File: src/rtl/uart_serializer.sv
// UART serializer: packets are queued in a small FIFO and sent as
// frames of start(0), PKT_SIZE data bits MSb first, optional even
// parity, stop(1). Each bit lasts CLKS_PER_BIT clocks.
// Optional feature macro: UART_SERIALIZER_PARITY_EN (adds PARITY bit).
// Ports:
//   clock    - sole clock, rising edge
//   reset    - synchronous, active-high
//   io_pkt   - packet to queue, sampled with io_req
//   io_req   - push request, honoured only while io_ready=1
//   io_ready - FIFO not full
//   io_done  - one-cycle pulse in the last cycle of each stop bit
//   io_tx    - registered serial line, idles high
module uart_serializer #(
    parameter int PKT_SIZE     = 8,
    parameter int FIFO_DEPTH   = 4,
    parameter int CLKS_PER_BIT = 1
) (
    input  logic                clock,
    input  logic                reset,
    input  logic [PKT_SIZE-1:0] io_pkt,
    input  logic                io_req,
    output logic                io_ready,
    output logic                io_done,
    output logic                io_tx
);

    localparam int AW = $clog2(FIFO_DEPTH);
    localparam int CW = (CLKS_PER_BIT > 1) ? $clog2(CLKS_PER_BIT) : 1;
    localparam int IW = (PKT_SIZE > 1) ? $clog2(PKT_SIZE) : 1;
    localparam logic [CW-1:0] CNT_LAST = CW'(CLKS_PER_BIT - 1);
    localparam logic [IW-1:0] IDX_LAST = IW'(PKT_SIZE - 1);
    localparam logic [AW:0]   FULL_CNT = (AW + 1)'(FIFO_DEPTH);

`ifdef UART_SERIALIZER_PARITY_EN
    typedef enum logic [2:0] {
        IDLE, START, DATA, PARITY, STOP
    } state_t;
`else
    typedef enum logic [1:0] {
        IDLE, START, DATA, STOP
    } state_t;
`endif

    // FIFO
    logic [PKT_SIZE-1:0] mem [FIFO_DEPTH];
    logic [AW-1:0]       wr_ptr;
    logic [AW-1:0]       rd_ptr;
    logic [AW:0]         count;
    logic                push;
    logic                pop;
    logic                empty;

    assign io_ready = (count != FULL_CNT);
    assign empty    = (count == '0);
    assign push     = io_req && io_ready;

    always_ff @(posedge clock) begin
        if (reset) begin
            wr_ptr <= '0;
            rd_ptr <= '0;
            count  <= '0;
        end else begin
            if (push) wr_ptr <= wr_ptr + 1'b1;
            if (pop)  rd_ptr <= rd_ptr + 1'b1;
            case ({push, pop})
                2'b10:   count <= count + 1'b1;
                2'b01:   count <= count - 1'b1;
                default: count <= count;
            endcase
        end
    end

    always_ff @(posedge clock) begin
        if (push) mem[wr_ptr] <= io_pkt;
    end

    // Frame FSM
    state_t              state;
    state_t              state_n;
    logic [CW-1:0]       cnt;
    logic [CW-1:0]       cnt_n;
    logic [IW-1:0]       idx;
    logic [IW-1:0]       idx_n;
    logic [PKT_SIZE-1:0] shreg;
    logic [PKT_SIZE-1:0] shreg_n;
    logic                bit_end;
    logic                tx_n;
    logic                done_n;
`ifdef UART_SERIALIZER_PARITY_EN
    logic                par;
    logic                par_n;
`endif

    always_comb begin
        state_n = state;
        idx_n   = idx;
        shreg_n = shreg;
        pop     = 1'b0;
        bit_end = (cnt == CNT_LAST);
        cnt_n   = bit_end ? '0 : cnt + 1'b1;
`ifdef UART_SERIALIZER_PARITY_EN
        par_n   = par;
`endif
        case (state)
            IDLE: begin
                cnt_n = '0;
                if (!empty) begin
                    pop     = 1'b1;
                    state_n = START;
                end
            end
            START: begin
                if (bit_end) begin
                    state_n = DATA;
                    idx_n   = '0;
                end
            end
            DATA: begin
                if (bit_end) begin
                    if (idx == IDX_LAST) begin
`ifdef UART_SERIALIZER_PARITY_EN
                        state_n = PARITY;
`else
                        state_n = STOP;
`endif
                    end else begin
                        idx_n   = idx + 1'b1;
                        shreg_n = shreg << 1;
                    end
                end
            end
`ifdef UART_SERIALIZER_PARITY_EN
            PARITY: begin
                if (bit_end) state_n = STOP;
            end
`endif
            STOP: begin
                // Pop straight into START so frames run gap-free
                if (bit_end) begin
                    if (!empty) begin
                        pop     = 1'b1;
                        state_n = START;
                    end else begin
                        state_n = IDLE;
                    end
                end
            end
            default: state_n = IDLE;
        endcase

        if (pop) begin
            shreg_n = mem[rd_ptr];
`ifdef UART_SERIALIZER_PARITY_EN
            par_n   = ^mem[rd_ptr];
`endif
        end

        // Outputs are registered from the next state
        case (state_n)
            START:   tx_n = 1'b0;
            DATA:    tx_n = shreg_n[PKT_SIZE-1];
`ifdef UART_SERIALIZER_PARITY_EN
            PARITY:  tx_n = par_n;
`endif
            default: tx_n = 1'b1;
        endcase
        done_n = (state_n == STOP) && (cnt_n == CNT_LAST);
    end

    always_ff @(posedge clock) begin
        if (reset) begin
            state   <= IDLE;
            cnt     <= '0;
            idx     <= '0;
            shreg   <= '0;
            io_tx   <= 1'b1;
            io_done <= 1'b0;
`ifdef UART_SERIALIZER_PARITY_EN
            par     <= 1'b0;
`endif
        end else begin
            state   <= state_n;
            cnt     <= cnt_n;
            idx     <= idx_n;
            shreg   <= shreg_n;
            io_tx   <= tx_n;
            io_done <= done_n;
`ifdef UART_SERIALIZER_PARITY_EN
            par     <= par_n;
`endif
        end
    end

endmodule

File: config.mk
export PLATFORM = sky130hd
export DESIGN_NAME = uart_serializer
export DESIGN_NICKNAME = d
export VERILOG_FILES = /design/src/rtl/uart_serializer.sv
export SDC_FILE = /design/constraint.sdc
export NUM_CORES = 1
export LEC_CHECK = 0
export CORE_UTILIZATION = 50
export DETAILED_ROUTE_END_ITERATION = 10
export PLACE_DENSITY_LB_ADDON = 0.1
export SETUP_SLACK_MARGIN = 0.4
export SLEW_MARGIN = 25
export SYNTH_ARGS = -nofsm -noshare
export SYNTH_HDL_FRONTEND = slang
export SYNTH_SLANG_ARGS = --single-unit
File: constraint.sdc
create_clock -name clock -period 3.5 [get_ports clock]
set_input_delay 0.35 -clock clock [delete_from_list [all_inputs] [get_ports clock]]
set_output_delay 0.35 -clock clock [all_outputs]
set_load 0.02 [all_outputs]
==> impl_metrics.tcl <==
set metrics [dict create \
    full_die_area_mm2 0.00513 \
    ys_top_cells_by_area "sky130_fd_sc_hd__edfxtp_1 (40%), sky130_fd_sc_hd__dfxtp_1 (20%), sky130_fd_sc_hd__ha_1 (7.2%)" \
    switching_share_pct 35.4 \
    pwr-share-clk_pct 18.4 \
    setup_slack_ns 0.790 \
    finalCritPeriodShare_pct 77.4 \
    synth-edff-count 32 \
    worst_setup_ep_type "register" \
    layout.area.seq_mm2 0.00144 \
    wl_per_cell_um 16.2 \
    syn_avg_cell_area_um2 13.1 \
    post_cts.repair.setup_buffers 0 \
    fp.dieH_um 71.6 \
    mappedNetlistNets 211 \
    maxSlewHeadroom_pct 46.4 \
    timing_hold_violations_final 0 \
    grt_setup_unrepaired "false" \
    globalRouteMet2Util_pct 31.0 \
    cts_buffers 5 \
    critPathMaxStageDelay_ns 0.39 \
    final_antenna_net_count 0 \
    synth.most_common_cell "sky130_fd_sc_hd__edfxtp_1" \
    synth_area_mm2 0.00242 \
    total_area_of_multi_input_combinational_cells_um2 892 \
    cts.clk_slew.worst_paths_ns 0.10 \
    met3_usage_pct 3.80 \
    yosys_warnings 0 \
    tightestPinTransition_ns 0.801 \
    synth_sequential_area_ratio_pct 59.4 \
    dpl-instance-area_mm2 0.00256 \
    worstPathRequired_ns 3.73 \
    hold_path_depth 2 \
    drcViolationCount 0 \
    post_synth_num_cell_types 37 \
    grt_use_met1_pct 21.3 \
    grt_ovf 0 \
    post_cts_resized 0 \
    fmax_mhz 369 \
    power.static_leakage_nw 0.940 \
    placement_row_count 24 \
    worst_path_arrival_time_ns 2.94 \
    grt-busiest-layer "met2" \
    power.net_switching_w 0.000679 \
    clk_root_buffer_cell "sky130_fd_sc_hd__clkbuf_8" \
    cellInternalPower_w 0.00124 \
    htree_num_levels 2 \
    netlist_instances 185 \
    report.power.total_w 0.00191 \
    worst-path-max-fanout 7 \
    slew_viol_final 0 \
    first_global_vias 1486 \
    antenna_cells 0 \
    power_density_cells_mw_per_mm2 719 \
    coreArea_mm2 0.00450 \
    routed_wirelength_um 4020 \
    post_cts_hold_buffer_count 0 \
    r2r_cells 11 \
    critical_path.slowest_cell "sky130_fd_sc_hd__dfxtp_1" \
    share_seq_of_total_power_pct 46.0 \
    ioPinCount 14 \
    synth.top_cells.by_count "sky130_fd_sc_hd__edfxtp_1 (32), sky130_fd_sc_hd__dfxtp_1 (24), sky130_fd_sc_hd__nand2_1 (17), sky130_fd_sc_hd__ha_1 (14), sky130_fd_sc_hd__a21oi_1 (12)" \
    grt_usage_pct 17.6 \
    drt-initial-drc-count 73 \
    ir_drop_v 0.000357 \
    grt_first_pass_wirelength_um 6780 \
    area_growth_syn_to_fin_pct 9.75 \
    via_per_inst 5.67 \
    yosys.area.top_type "sky130_fd_sc_hd__edfxtp_1" \
    setup_tns_ns 0 \
    synth_top_area_share_pct 39.6 \
    drt_pass1_iterations 4 \
    numPortBuffers 13 \
    cts-root-to-sink-buffers 2 \
    synth-async-reset-ratio_pct 0 \
    layout.filler_cells 357 \
    ys_dominant_reg_cell "sky130_fd_sc_hd__edfxtp_1" \
    die_width_um 71.6 \
    post-route-cell-area_mm2 0.00266 \
    cts_tree "done" \
    maximum_number_of_pins_on_one_net_before_global_route_repair 24 \
    timing.hold.worst.class "reg -> reg" \
    sort_of_element_at_the_start_of_the_critical_path "register" \
    cap_violations 0 \
    fin_nets 221 \
    initial_core_util_pct 53.8 \
    antenna_violations_before_repair 0 \
    ys_seq_elements 56 \
    cts.sink_count 56 \
    status "completed" \
    preCtsSetupSlack_ns 0.792 \
    fin_skew_ns 0.00936 \
    clk_latency_ns 0.31 \
    crit_type "reg -> reg" \
    comb_power_share_pct 35.6 \
    cp_dominant_cell_by_count "sky130_fd_sc_hd__inv_1" \
    critical_path.cell_chain "inv_1 > ha_1 > o21ba_2 > nand2_1 > inv_1 > ha_1 > inv_1 > fa_1 > xor2_1 > or3_1 > a21oi_1" \
    detailroute.via_count 1406 \
    final_layout_size_suffix_gt1_share_pct 10.7 \
    final.min_clock_period_ns 2.71 \
    setup_viol 0 \
    final_replace_weighted_congestion 0.801 \
    hpwl_um 2830 \
]
per-layer routing:
metal | wire, um | vias to the layer above
met5 | 0 | -
met4 | 70 | 0
met3 | 65 | 7
met2 | 2130 | 19
met1 | 1760 | 682
li1 | - | 698
worst max-delay path: cells and delay by family, from the launching register on:
kind            cells  cell delay [ns]
compound gates      2             0.44
fa+ha+maj           3             0.92
simple gates        2             0.49
xor+xnor            1             0.16
buf+inv             3             0.26
flops               1             0.39
sequential cells by signal, indices dropped and copies added, names as in the netlist, named ones only:
register	count
idx	3
count	3
wr_ptr	2
io_tx	1
rd_ptr	2
mem	32
shreg	8
io_done	1
state	2
stage by stage:
step	hold WS (ns)	cells	util (%)
after floorplan	0.422	185	-
after global placement	0.457	240	56.9
after detailed placement	0.469	240	56.9
after CTS	0.482	248	59.0
after global routing	0.508	248	59.1
final	0.479	248	59.1
layout by cell type (no fill, tap or decap), drive strengths merged, types with 2 or more instances in the layout:
master,netlist,routed
nor2,3,3
clkinv,0,2
xor2,2,2
and3,4,4
nand2b,3,3
a21o,2,2
edfxtp,32,32
a21oi,12,12
inv,11,12
ha,14,14
nor2b,4,4
nand3,7,7
or3,2,2
dfxtp,24,24
nor3,9,9
nand2,17,17
clkbuf,6,5
clkdlybuf4s50,0,13
mux4,8,8
o21ai,3,3
a311oi,6,6
cell families (layout without fill, tap and decap cells):
kind of cell	after synthesis	count (layout)	share of synthesized area (%)
multiplexers	8	8	7.90
buffers and inverters	21	32	3.97
AO/OA/AOI/OAI	30	30	8.46
XOR/XNOR	2	2	0.723
flip-flops	56	56	59.4
AND/OR/NAND/NOR	53	53	11.5
adder cells (fa/ha/maj)	15	15	8.05
final cells by class:
| cell class | count | area share (%) |
|---|---|---|
| Clock buffer | 5 | 2.59 |
| Inverter | 11 | 1.55 |
| Sequential cell | 56 | 54.2 |
| Timing Repair Buffer | 13 | 4.89 |
| Tap cell | 52 | 2.44 |
| Clock inverter | 3 | 0.846 |
| Multi-Input combinational cell | 108 | 33.5 |
power groups by stage:
| stage | Combinational [W] | Clock (W) | Sequential, W |
|---|---|---|---|
| 3_5_place_dp | 0.000674 | 0 | 0.000894 |
| 3_3_place_gp | 0.000651 | 0 | 0.000885 |
| 5_1_grt | 0.000768 | 0.000388 | 0.000893 |
| 2_1_floorplan | 0.000552 | 0 | 0.000871 |
| 4_1_cts | 0.000682 | 0.000364 | 0.000879 |
| 6_report | 0.000681 | 0.000353 | 0.000880 |
final timing paths:
path	start	to	slack (ns)
hold reg to reg	idx[2]	idx[2]	0.48
setup / recovery	state[0]	count[2]	0.79
hold / removal	idx[2]	idx[2]	0.48
setup reg to reg	state[0]	count[2]	0.79
Power figures use the tool's default switching activity.
